==> config.mk <==
export PLATFORM = sky130hd
export DESIGN_NAME = cp_remove
export DESIGN_NICKNAME = d
export VERILOG_FILES = /design/src/rtl/cp_remove.sv
export SDC_FILE = /design/constraint.sdc
export NUM_CORES = 1
export LEC_CHECK = 0
export BUFFER_PORTS_ARGS = -buffer_cell sky130_fd_sc_hd__buf_2
export CAP_MARGIN = 20
export CORE_MARGIN = 1.5
export CORE_UTILIZATION = 50
export CTS_BUF_LIST = sky130_fd_sc_hd__clkbuf_16
export CTS_CLUSTER_SIZE = 12
export DETAILED_ROUTE_END_ITERATION = 16
export GPL_ROUTABILITY_DRIVEN = 0
export PLACE_DENSITY = 0.78
export SYNTH_ARGS = -nofsm -noshare
export SYNTH_HDL_FRONTEND = slang
export SYNTH_SLANG_ARGS = --single-unit
==> constraint.sdc <==
create_clock -name clk -period 4 [get_ports clk]
set_clock_uncertainty 0.15 [all_clocks]
set_input_delay 0.6 -clock clk [delete_from_list [all_inputs] [get_ports clk]]
set_output_delay 0.6 -clock clk [all_outputs]
set_load 0.005 [all_outputs]
==> src/rtl/cp_remove.sv <==
// ---------------------------------------------------------------------------
// cp_remove
//
// Receive-side cyclic prefix removal. Each OFDM symbol arrives as
// cp_length + frame_length samples. The first cp_length samples are dropped,
// and the remaining frame_length samples are forwarded on a registered
// valid/ready stream. The last forwarded sample of each symbol carries m_last.
// A LOAD cycle before every symbol latches the lengths. An illegal
// configuration parks the stage in a sticky error state that consumes and
// discards input until reset.
//
// Ports
//   clk          : sole clock, rising edge
//   rst          : asynchronous, active-low reset
//   s_data       : input sample (DATA_W)
//   s_valid      : input sample present
//   s_ready      : stage accepts s_data this cycle
//   cp_length    : prefix length L, sampled only in LOAD
//   frame_length : useful symbol length N, sampled only in LOAD
//   m_data       : registered output sample
//   m_valid      : m_data valid
//   m_ready      : downstream accepts m_data
//   m_last       : marks the N-th output sample of a symbol
//   error        : sticky configuration error (N==0 or L>N)
//   sym_cnt      : number of fully forwarded symbols, wraps
// ---------------------------------------------------------------------------
module cp_remove #(
   parameter int DATA_W = 32,
   parameter int LEN_W  = 16
) (
   input  logic              clk,
   input  logic              rst,
   input  logic [DATA_W-1:0] s_data,
   input  logic              s_valid,
   output logic              s_ready,
   input  logic [LEN_W-1:0]  cp_length,
   input  logic [LEN_W-1:0]  frame_length,
   output logic [DATA_W-1:0] m_data,
   output logic              m_valid,
   input  logic              m_ready,
   output logic              m_last,
   output logic              error,
   output logic [LEN_W-1:0]  sym_cnt
);

   typedef enum logic [1:0] {
      ST_LOAD,
      ST_CP,
      ST_DATA,
      ST_ERR
   } state_t;

   localparam logic [LEN_W-1:0] ONE = {{(LEN_W-1){1'b0}}, 1'b1};

   state_t              r_state;
   state_t              w_next;
   logic [LEN_W-1:0]    r_lq;
   logic [LEN_W-1:0]    r_nq;
   logic [LEN_W-1:0]    r_cnt;
   logic [DATA_W-1:0]   r_mData;
   logic                r_mValid;
   logic                r_mLast;
   logic                r_error;
   logic [LEN_W-1:0]    r_symCnt;

   logic                w_cfgBad;
   logic                w_cpEnd;
   logic                w_dataEnd;
   logic                w_dataRoom;
   logic                w_dataAccept;
   logic                w_outXfer;

   // The configuration is checked against the live inputs because LOAD is the
   // cycle in which they are being latched. L>N is a plain unsigned compare,
   // so no L+N sum is ever formed.
   assign w_cfgBad     = (frame_length == '0) || (cp_length > frame_length);
   assign w_cpEnd      = (r_cnt == r_lq - ONE);
   assign w_dataEnd    = (r_cnt == r_nq - ONE);
   // A data sample can enter when the output register is empty or is being
   // emptied in the same cycle, which gives back-to-back flow with no bubble.
   assign w_dataRoom   = !r_mValid || m_ready;
   assign w_dataAccept = (r_state == ST_DATA) && s_valid && w_dataRoom;
   assign w_outXfer    = r_mValid && m_ready;

   // Next-state and ready decode. LOAD never accepts input, so every symbol
   // costs exactly one bubble cycle.
   always_comb begin
      w_next  = r_state;
      s_ready = 1'b0;
      case (r_state)
         ST_LOAD: begin
            if (w_cfgBad) begin
               w_next = ST_ERR;
            end else if (cp_length != '0) begin
               w_next = ST_CP;
            end else begin
               w_next = ST_DATA;
            end
         end
         ST_CP: begin
            s_ready = 1'b1;
            if (s_valid && w_cpEnd) begin
               w_next = ST_DATA;
            end
         end
         ST_DATA: begin
            s_ready = w_dataRoom;
            if (w_dataAccept && w_dataEnd) begin
               w_next = ST_LOAD;
            end
         end
         ST_ERR: begin
            s_ready = 1'b1;
         end
         default: begin
            w_next = ST_LOAD;
         end
      endcase
   end

   // State register, length latches and counters. The prefix counter is
   // reused as the data counter, so it is cleared at the CP to DATA handoff
   // and again in every LOAD.
   always_ff @(posedge clk or negedge rst) begin
      if (!rst) begin
         r_state  <= ST_LOAD;
         r_lq     <= '0;
         r_nq     <= '0;
         r_cnt    <= '0;
         r_error  <= 1'b0;
         r_symCnt <= '0;
      end else begin
         r_state <= w_next;
         case (r_state)
            ST_LOAD: begin
               r_lq  <= cp_length;
               r_nq  <= frame_length;
               r_cnt <= '0;
               if (w_cfgBad) begin
                  r_error <= 1'b1;
               end
            end
            ST_CP: begin
               if (s_valid) begin
                  r_cnt <= w_cpEnd ? '0 : r_cnt + ONE;
               end
            end
            ST_DATA: begin
               if (w_dataAccept) begin
                  r_cnt <= r_cnt + ONE;
                  if (w_dataEnd) begin
                     r_symCnt <= r_symCnt + ONE;
                  end
               end
            end
            default: begin
            end
         endcase
      end
   end

   // Output register. It is reloaded only by an accepted data sample, so
   // m_data and m_last hold steady while the downstream stalls. When an
   // accepted sample and a drain happen in the same cycle, the load wins.
   always_ff @(posedge clk or negedge rst) begin
      if (!rst) begin
         r_mData  <= '0;
         r_mValid <= 1'b0;
         r_mLast  <= 1'b0;
      end else if (w_dataAccept) begin
         r_mData  <= s_data;
         r_mValid <= 1'b1;
         r_mLast  <= w_dataEnd;
      end else if (w_outXfer) begin
         r_mValid <= 1'b0;
      end
   end

   assign m_data  = r_mData;
   assign m_valid = r_mValid;
   assign m_last  = r_mLast;
   assign error   = r_error;
   assign sym_cnt = r_symCnt;

endmodule

==> results of run 1 <==
[routing by layer]
layer,GRT usage [%],part of all wire (%)
met1,31.4,42
met2,40.4,49
met3,4.79,5.1
met4,11.2,3.9
met5,0,0
[worst paths after layout]
path	end	slack (ns)	cells past startpoint
max	r_state[0]$_DFFE_PN0P_	0.42	11
min	m_data[6]$_DFFE_PN0P_	0.29	3
max reg2reg	r_state[0]$_DFFE_PN0P_	0.42	11
min reg2reg	m_data[14]$_DFFE_PN0P_	0.32	2
max in group asynchronous	error$_DFFE_PN0P_	2.42	4
min in group asynchronous	sym_cnt[5]$_DFFE_PN0P_	0.48	2
[cell usage in the layout, fill, tap and decap left out, types with 4 or more instances in the layout]
cell and instances:
mux2_2 28, o21ai_0 22, a21oi_1 14, inv_1 40, or3_1 7, a21o_1 7, nor2_1 30, clkbuf_16 9
nor4_1 25, buf_4 12, a31oi_1 10, nand2_1 136, nor2b_1 6, nand2b_1 5, dfrtp_1 101, ha_1 25
nand3_1 24, xnor2_1 23, buf_2 118, nand4_1 11, nand3b_1 6, and3_1 8, o21a_1 4, nor3_1 13
xor2_1 25
[registers in the layout, summed over array words and instances, names as in the netlist]
| register | cells |
|---|---|
| m_data | 32 |
| r_cnt | 16 |
| r_lq | 16 |
| r_nq | 16 |
| sym_cnt | 16 |
| r_state | 2 |
| error | 1 |
| m_last | 1 |
| m_valid | 1 |
[power groups by stage]
| stage | registers, mW | clock network (mW) | logic (mW) |
|---|---|---|---|
| after floorplan | 1.63 | 0 | 1.27 |
| after global placement | 1.71 | 0 | 1.72 |
| after detailed placement | 1.73 | 0 | 1.78 |
| after CTS | 1.72 | 0.813 | 1.80 |
| after global routing | 1.78 | 0.857 | 2.02 |
| final | 1.74 | 0.805 | 1.80 |
[kinds of logic after synthesis]
group	Yosys count
buf+inv	67
mux	31
fa+ha+maj	25
simple gates	293
compound gates	88
xor+xnor	48
flops	101
[layout make-up]
| type | instances | area (um2) |
|---|---|---|
| clock inverter | 6 | 41.3 |
| clock buffer | 9 | 225 |
| tap | 143 | 179 |
| inverter | 39 | 146 |
| fill | 997 | 4510 |
| sequential | 101 | 2530 |
| multi-input combinational | 485 | 3070 |
| timing repair buffer | 132 | 718 |
[tightest hold or removal path, cell delays in order]
cell and delay [ns]:
buf_2 0.07, nand2_1 0.04, nand2_1 0.04
==> results by group, run 1 <==
Synthesis
  • Top post-synthesis cells by area: dfrtp_1, nand2_1, mux2_2, ha_1, xor2_1
  • Largest family of logic cells by synthesized area: simple AND/OR/NAND/NOR gates
  • Post-Syn Instances: 653
  • Avg Inst Size Synth: 8.99 um2
  • Unique cell type count in the Yosys netlist: between 50 and 60
  • XOR/XNOR share of the synthesized area: 7.16%
  • Leading area contributor after synthesis: dfrtp_1
  • Synth Area in Compound Gates: 9.74%
  • Mux cell area share after synthesis: 5.88%
  • Post-synth top cells: nand2_1, dfrtp_1, inv_1
  • Synth Area in Simple Gates: 24.2%
  • Synth Flop Type: dfrtp_1
  • Post-synth EDFFs: 0
  • Warnings from Yosys: 0
  • Adder-cell share of the synthesized area: under 10%
  • Asr flop ratio synth: between 90% and 100%
  • Area of the mapped netlist: just under 6000 um2
  • Synth top area share: about 43%
  • Mapped Nets: roughly 750
  • Sequential fraction of the synthesis area: 43.1%
  • Yosys reg bits: roughly 100
  • Most frequent cell after synthesis: nand2_1

Pwr
  • Final total power: 4.34 mW
  • Clk pwr share: around a fifth
  • Comb power frac: 41.4%
  • Internal Power: ~2.6 mW
  • Sw frac: around 40%
  • Cell Pwr Density: 628 nW/um2
  • Sequential share of power: 40.0%
  • Pleak: ~3.5 nW
  • VDD IR max: ~0.00033 V
  • P_sw: 1.73 mW

Clocking
  • H-tree levels: 3
  • Hold Buf Count CTS: 0
  • CTS sink count: between 100 and 150
  • TritonCTS buffer count: 9
  • # resized after CTS: 0
  • Clock tree buffer depth: 2
  • CTS tree: yes
  • Buffer count from post-CTS setup fixing: 0
  • Clk_lat worst skew: ~0.34 ns
  • CTS root buffer: clkbuf_16
  • Reg clk slew, reported paths: about 0.07 ns

Drt
  • Final WL: 14900 um
  • Drt initial violations: 398
  • DRC Markers: 0
  • Vias/cell: between 5 and 6
  • Via count: 5229
  • Antenna Nets Post-Route: 0
  • Drt first pass iters: 5
  • Wire length per cell: roughly 16 um

Die
  • Die area: roughly 12000 um2
  • Core area: 11400 um2
  • Starting density of the core: just over 50%
  • Die Y: ~110 um
  • Die X: 111 um
  • Io pins: 120
  • Rows: 39

Critical path
  • Critical-path cell list: inv_1 -> ha_1 -> or4b_1 -> nor4b_2 -> o21ai_1 -> a31oi_1 -> o22ai_1 -> or4_1 -> buf_4 -> a221o_1 -> mux2i_1
  • Worst setup EP type: flip-flop
  • Crit path largest cell delay: ~0.61 ns
  • R2R Path Start: r_nq[0]$_DFFE_PN0N_
  • CP delay by family, top: simple AND/OR/NAND/NOR gates
  • Slowest cell on the critical path: or4b_1
  • CP startpoint kind: flip-flop
  • CP Max Fanout: 18
  • Required @ worst endpoint: about 4.1 ns
  • Crit path from: r_nq[0]$_DFFE_PN0N_
  • Crit path arrival time: between 3 and 4 ns
  • WS Path Type: flip-flop to flip-flop
  • WP buf/inv: 2

Placed design
  • Port buffer count: about 120
  • Hpwl dp: between 10000 and 15000 um
  • Dpl ws: between 0.4 and 0.5 ns
  • Inst Count DP: roughly 900
  • Placed Area: roughly 6600 um2

Timing
  • F_max: 0.279 GHz
  • Hold slack final: 0.295 ns
  • Slew @ Worst Pin: around 0.75 ns
  • Setup-failing EPs final: 0
  • Count of pins over their slew limit: 0
  • Final hold violation count: 0
  • RSZ-0062 raised after global routing: false
  • Final min period: 3.58 ns
  • Period utilisation layout: about nine tenths
  • Headroom to the max-slew limit: 49.6%
  • Setup ws final: ~0.42 ns
  • Post-Route Setup TNS: 0 ns

Status
  • Status: complete, no violations

Layout
  • NumNets Final: 861
  • Final Instance Area: a little under 7000 um2
  • Final non-filler cell total: 915
  • Synth-to-layout area growth: 17.7%
  • Share of layout cells above drive strength 1: a little under a quarter
  • Antenna diodes: 0
  • Post-layout util: 60.5%

Global route
  • Largest net degree at the start of global routing: 84
  • Initial antenna violation count: 0
  • Global-route wire length before repair: between 20000 and 25000 um
  • Grt total ovfl: 0
  • Vias in the first global route: between 5k and 6k
  • All-layer global routing usage: 24.5%

Min path
  • HP Class: primary input to flip-flop
  • Hold Path Origin: s_data[6]

Job
  • Maxcap violations: 0
No activity file was read; power rests on OpenSTA's default activity.
==> inputs of run 2 (changes only) <==
--- a/config.mk
+++ b/config.mk
@@ -7,13 +7,16 @@
 export LEC_CHECK = 0
 export BUFFER_PORTS_ARGS = -buffer_cell sky130_fd_sc_hd__buf_2
 export CAP_MARGIN = 20
+export CELL_PAD_IN_SITES_DETAIL_PLACEMENT = 0
+export CELL_PAD_IN_SITES_GLOBAL_PLACEMENT = 1
 export CORE_MARGIN = 1.5
-export CORE_UTILIZATION = 50
+export CORE_UTILIZATION = 42
 export CTS_BUF_LIST = sky130_fd_sc_hd__clkbuf_16
 export CTS_CLUSTER_SIZE = 12
 export DETAILED_ROUTE_END_ITERATION = 16
 export GPL_ROUTABILITY_DRIVEN = 0
-export PLACE_DENSITY = 0.78
+export GPL_TIMING_DRIVEN = 0
+export PLACE_DENSITY = 0.85
 export SYNTH_ARGS = -nofsm -noshare
 export SYNTH_HDL_FRONTEND = slang
 export SYNTH_SLANG_ARGS = --single-unit
==> results by group, run 2 (synthesis results as in run 1) <==
Drt
  • Vias/cell: about 5.4
  • DRC Markers: 0
  • Via count: 5185
  • Wire length per cell: between 15 and 20 um
  • Drt first pass iters: 5
  • Drt initial violations: between 200 and 300
  • Antenna Nets Post-Route: 0
  • Final WL: between 15000 and 20000 um

Critical path
  • Reg2reg path depth: 10
  • WP buf/inv: 2
  • Worst setup EP type: flip-flop
  • Crit path arrival time: between 3 and 4 ns
  • Required @ worst endpoint: between 4 and 5 ns
  • CP startpoint kind: flip-flop
  • CP delay by family, top: simple AND/OR/NAND/NOR gates
  • Crit path from: r_lq[2]$_DFFE_PN0N_
  • WS Path Type: flip-flop to flip-flop
  • CP Max Fanout: 10
  • Reg2reg end: r_cnt[15]$_DFFE_PN0P_
  • Crit path largest cell delay: around 0.55 ns
  • Reg2Reg Setup Slack: ~0.25 ns
  • R2R Path Start: r_lq[2]$_DFFE_PN0N_
  • Critical-path cell list: or3_1 -> or3_1 -> a2111oi_1 -> nand4_1 -> nor4_2 -> a31oi_1 -> clkbuf_1 -> clkbuf_1 -> nand3_1 -> o311ai_0
  • Slowest cell on the critical path: a2111oi_1

Die
  • Core area: around 14000 um2
  • Die Y: between 100 and 150 um
  • Io pins: 120
  • Die area: ~15000 um2
  • Rows: between 40 and 50
  • Starting density of the core: around 43%
  • Die X: about 120 um

Global route
  • Grt total ovfl: 0
  • Global-route wire length before repair: 24600 um
  • Vias in the first global route: around 4.9k
  • All-layer global routing usage: 21.3%
  • Largest net degree at the start of global routing: 73
  • Initial antenna violation count: 0

Clocking
  • CTS tree: yes
  • Hold Buf Count CTS: 0
  • Clk_lat worst skew: 0.35 ns
  • CTS root buffer: clkbuf_16
  • Reg clk slew, reported paths: approximately 0.080 ns
  • Clock tree buffer depth: 2
  • TritonCTS buffer count: 9
  • H-tree levels: 3
  • CTS sink count: around 100

Timing
  • Post-Route Setup TNS: 0 ns
  • Setup ws final: 0.247 ns
  • F_max: approximately 0.27 GHz
  • Setup-failing EPs final: 0
  • Final hold violation count: 0
  • Period utilisation layout: 93.8%
  • RSZ-0062 raised after global routing: false
  • Count of pins over their slew limit: 0
  • Slew @ Worst Pin: approximately 0.82 ns
  • Hold slack final: between 0.02 and 0.025 ns
  • Headroom to the max-slew limit: between 40% and 50%
  • Final min period: 3.75 ns

Pwr
  • Cell Pwr Density: approximately 630 nW/um2
  • Pleak: 3.44 nW
  • Final total power: around 4.4 mW
  • VDD IR max: 0.000374 V

Layout
  • Post-layout util: about half
  • Max FFs per register: 32
  • Final non-filler cell total: slightly below 1k
  • Synth-to-layout area growth: 19.6%
  • Antenna diodes: 0
  • Final Instance Area: 7020 um2
  • Share of layout cells above drive strength 1: 21.7%
  • Leading cell types in the layout, fill and taps excluded: nand2_1, buf_2, dfrtp_1
  • Most common cell after layout, fill and taps aside: nand2_1
  • NumNets Final: between 800 and 900

Placed design
  • Inst Count DP: between 900 and 1k
  • Dpl ws: ~0.076 ns
  • Placed Area: roughly 6700 um2
  • Hpwl dp: about 12000 um
  • Port buffer count: 119

Min path
  • HP Class: primary input to asynchronous set/reset pin

Job
  • Maxcap violations: 0

Status
  • Status: complete, no violations
run 2: repair_timing:
item / CTS / global route
endpoints found under the setup margin: 0 / 8
resized for setup: 0 / 4
setup buffers: 0 / 0
run 2: worst max path at each step:
stage	endpoint	slack, ns	cells past startpoint
6_report	r_cnt[15]$_DFFE_PN0P_	0.25	10
5_1_grt	r_cnt[6]$_DFFE_PN0P_	0.04	10
4_1_cts	r_cnt[15]$_DFFE_PN0P_	0.05	10
3_5_place_dp	r_cnt[15]$_DFFE_PN0P_	0.08	10
3_3_place_gp	r_cnt[14]$_DFFE_PN0P_	0.17	10
2_1_floorplan	sym_cnt[14]$_DFFE_PN0P_	0.78	13
run 2: area by class of cell:
class                      count  area, um2
buffer                        28        125
clock buffer                   9        225
clock inverter                 7       50.0
fill                        1329       6760
inverter                      39        146
multi-input combinational    485       3090
sequential                   101       2530
tap                          180        225
timing repair buffer         120        626
run 2: routing by layer:
| layer | vias to the layer above | track usage (%) | part of all wire, % |
|---|---|---|---|
| met4 | 0 | 9.34 | 2.7 |
| met1 | 2483 | 28.1 | 45 |
| met2 | 132 | 34.3 | 48 |
| met3 | 32 | 3.99 | 4.0 |
| met5 | - | 0 | 0 |
| li1 | 2538 | - | - |
run 2: power by group:
group	total, mW	switching [mW]	internal [mW]
sequential	1.70	0.343	1.36
clock	0.854	0.426	0.428
combinational	1.86	1.04	0.815
total	4.42	1.81	2.60
run 2: worst register-to-register path, delay by kind of cell (launching register included):
family                 cells  cell delay (ns)
buffers and inverters      2             0.59
DFF                        1             0.50
and+or+nand+nor            5             1.46
AOI/OAI and AO/OA          3             0.91
==> inputs of run 3 (changes only) <==
--- a/config.mk
+++ b/config.mk
@@ -5,18 +5,19 @@
 export SDC_FILE = /design/constraint.sdc
 export NUM_CORES = 1
 export LEC_CHECK = 0
+export ABC_AREA = 1
 export BUFFER_PORTS_ARGS = -buffer_cell sky130_fd_sc_hd__buf_2
 export CAP_MARGIN = 20
 export CELL_PAD_IN_SITES_DETAIL_PLACEMENT = 0
 export CELL_PAD_IN_SITES_GLOBAL_PLACEMENT = 1
 export CORE_MARGIN = 1.5
-export CORE_UTILIZATION = 42
+export CORE_UTILIZATION = 41
 export CTS_BUF_LIST = sky130_fd_sc_hd__clkbuf_16
 export CTS_CLUSTER_SIZE = 12
 export DETAILED_ROUTE_END_ITERATION = 16
 export GPL_ROUTABILITY_DRIVEN = 0
 export GPL_TIMING_DRIVEN = 0
-export PLACE_DENSITY = 0.85
+export PLACE_DENSITY = 0.86
 export SYNTH_ARGS = -nofsm -noshare
 export SYNTH_HDL_FRONTEND = slang
 export SYNTH_SLANG_ARGS = --single-unit
==> results by group, run 3 <==
Status
  • Status: complete, no violations

Global route
  • Largest net degree at the start of global routing: 68
  • Vias in the first global route: roughly 5.5k
  • Initial antenna violation count: 0
  • Global-route wire length before repair: 27500 um
  • Grt total ovfl: 0
  • All-layer global routing usage: 21.3%

Synthesis
  • Post-synth top cells: nand2_1, dfrtp_1, inv_1
  • Sequential fraction of the synthesis area: between 30 and 40%
  • XOR/XNOR share of the synthesized area: a little over 6%
  • Warnings from Yosys: 0
  • Post-Syn Instances: slightly below 900
  • Post-synth EDFFs: 0
  • Adder-cell share of the synthesized area: under 10%
  • Synth Area in Compound Gates: a little under 6%
  • Area of the mapped netlist: around 6400 um2
  • Mapped Nets: 975
  • Asr flop ratio synth: 100%
  • Yosys reg bits: between 100 and 150
  • Avg Inst Size Synth: between 7 and 8 um2
  • Synth top area share: between 30% and 40%
  • Synth Flop Type: dfrtp_1
  • Most frequent cell after synthesis: nand2_1
  • Top post-synthesis cells by area: dfrtp_1, nand2_1, inv_1, ha_1, nor2_1
  • Largest family of logic cells by synthesized area: simple AND/OR/NAND/NOR gates
  • Leading area contributor after synthesis: dfrtp_1
  • Unique cell type count in the Yosys netlist: 40
  • Synth Area in Simple Gates: between 30% and 40%
  • Mux cell area share after synthesis: less than 1%

Die
  • Die Y: approximately 130 um
  • Die X: approximately 130 um
  • Io pins: 120
  • Die area: between 15000 and 20000 um2
  • Core area: 15300 um2
  • Starting density of the core: between 40% and 50%
  • Rows: 45

Timing
  • Final hold violation count: 0
  • Post-Route Setup TNS: 0 ns
  • Headroom to the max-slew limit: 66.9%
  • Setup-failing EPs final: 0
  • Count of pins over their slew limit: 0
  • F_max: about 0.37 GHz
  • Final min period: 2.67 ns
  • RSZ-0062 raised after global routing: false
  • Period utilisation layout: about two thirds
  • Setup ws final: 1.33 ns
  • Hold slack final: 0.0482 ns
  • Slew @ Worst Pin: just under 0.5 ns

Critical path
  • CP Max Fanout: 10
  • WS Path Type: flip-flop to flip-flop
  • Critical-path cell list: inv_1 -> ha_1 -> nand3_2 -> nor2_1 -> nand2_1 -> nand2_1 -> nand2_1 -> nor2_1 -> nand2_1 -> nor2_1 -> nand3_1 -> nand2_2 -> nand2_4 -> buf_6 -> nand3_2 -> nand2_1
  • Slowest cell on the critical path: dfrtp_1
  • Required @ worst endpoint: just over 4 ns
  • Crit path largest cell delay: 0.41 ns
  • CP startpoint kind: flip-flop
  • Worst setup EP type: flip-flop
  • CP most frequent cell: nand2_1
  • WP buf/inv: 2
  • CP delay by family, top: simple AND/OR/NAND/NOR gates
  • Crit path arrival time: around 2.8 ns

Placed design
  • Placed Area: 7320 um2
  • Hpwl dp: 13200 um
  • Port buffer count: ~120
  • Inst Count DP: 1213
  • Dpl ws: roughly 1.3 ns

Layout
  • Most common cell after layout, fill and taps aside: nand2_1
  • NumNets Final: approximately 1.1k
  • Final Instance Area: about 7600 um2
  • Synth-to-layout area growth: 18.3%
  • Antenna diodes: 0
  • Post-layout util: between 40 and 50%
  • Share of layout cells above drive strength 1: 18.8%
  • Final non-filler cell total: approximately 1.2k
  • Max FFs per register: 32
  • Leading cell types in the layout, fill and taps excluded: nand2_1, buf_2, dfrtp_1

Drt
  • M1 WL: ~7900 um
  • Drt initial violations: approximately 310
  • Drt first pass iters: 5
  • Top Metal Used: met4
  • DRC Markers: 0
  • Vias/cell: 4.77
  • Antenna Nets Post-Route: 0
  • Via count: just under 6k
  • Wire length per cell: between 10 and 15 um
  • WL met3: about 620 um
  • Final WL: 16400 um
  • Routed length on met2: about 7600 um

Pwr
  • Cell Pwr Density: between 600 and 700 nW/um2
  • Sw frac: a little under half
  • Pleak: slightly above 4 nW
  • Clk pwr share: 17.8%
  • Final total power: around 4.8 mW
  • Sequential share of power: between 30% and 40%
  • Comb power frac: a little under half
  • P_sw: between 2 and 2.5 mW
  • VDD IR max: 0.000284 V
  • Internal Power: 2.63 mW

Clocking
  • Hold Buf Count CTS: 0
  • Reg clk slew, reported paths: ~0.070 ns
  • Clock tree buffer depth: 2
  • H-tree levels: 3
  • TritonCTS buffer count: 9
  • Clk_lat worst skew: 0.36 ns
  • # resized after CTS: 0
  • CTS root buffer: clkbuf_16
  • CTS sink count: 101
  • Buffer count from post-CTS setup fixing: 0
  • CTS tree: yes

Job
  • Maxcap violations: 0

Min path
  • HP Class: primary input to asynchronous set/reset pin
-- run 3: changes by cell type in the layout (fill, tap and decap cells not counted), sizes merged, moves of 9 or more --
cell	previous run	this run
mux2	28	3
nor4	26	9
o21ai	24	47
nand3	24	57
nand2	136	325
xnor2	23	14
inv	43	96
nor2	30	86
clkbuf	35	26
a31oi	10	1
-- run 3: worst paths after layout --
path                                           to  slack (ns)           startpoint  cells past startpoint
setup reg to reg            r_cnt[10]$_DFFE_PN0P_        1.33  r_lq[0]$_DFFE_PN0N_                     16
hold reg to reg                 error$_DFFE_PN0P_        0.31    error$_DFFE_PN0P_                      1
setup / recovery            r_cnt[10]$_DFFE_PN0P_        1.33  r_lq[0]$_DFFE_PN0N_                     16
hold / removal                r_lq[6]$_DFFE_PN0N_        0.05                  rst                      1
min in group clk           m_data[11]$_DFFE_PN0P_        0.28           s_data[11]                      3
max in group asynchronous  r_state[0]$_DFFE_PN0P_        2.96                  rst                      2
-- run 3: routing by layer --
layer  GRT usage (%)  vias up
li1                -     3048
met1            30.1     2683
met2            33.7      112
met3            3.26       19
met4            6.87        0
met5               0        -
-- run 3: final cells by class --
class	count	area, um2
plain buffers	23	111
clock buffers	9	225
clock inverters	7	63.8
fillers	1571	7640
inverters	96	360
multi-input cells	662	3440
flip-flops and latches	101	2530
well taps	211	264
repair buffers	120	626
-- run 3: cell families (layout without fill, tap and decap cells) --
family / Yosys count / count (layout)
adder cells (fa/ha/maj): 25 / 25
flip-flops: 101 / 101
XOR/XNOR: 43 / 43
buffers and inverters: 119 / 255
AO/OA/AOI/OAI: 72 / 72
multiplexers: 3 / 3
AND/OR/NAND/NOR: 519 / 519
-- run 3: worst register-to-register path, stage by stage (launching register included) --
cell and delay, ns:
dfrtp_1 0.41, inv_1 0.19, ha_1 0.28, nand3_2 0.16
nor2_1 0.26, nand2_1 0.08, nand2_1 0.06, nand2_1 0.05
nor2_1 0.09, nand2_1 0.07, nor2_1 0.09, nand3_1 0.15
nand2_2 0.15, nand2_4 0.10, buf_6 0.17, nand3_2 0.07
nand2_1 0.05
-- run 3: power groups by stage --
stage | combinational [mW] | sequential, mW | clock (mW)
floorplan | 1.63 | 1.62 | 0
global placement | 2.28 | 1.65 | 0
detailed placement | 2.31 | 1.65 | 0
CTS | 2.32 | 1.64 | 0.874
global route | 2.65 | 1.70 | 0.917
finish | 2.30 | 1.64 | 0.850
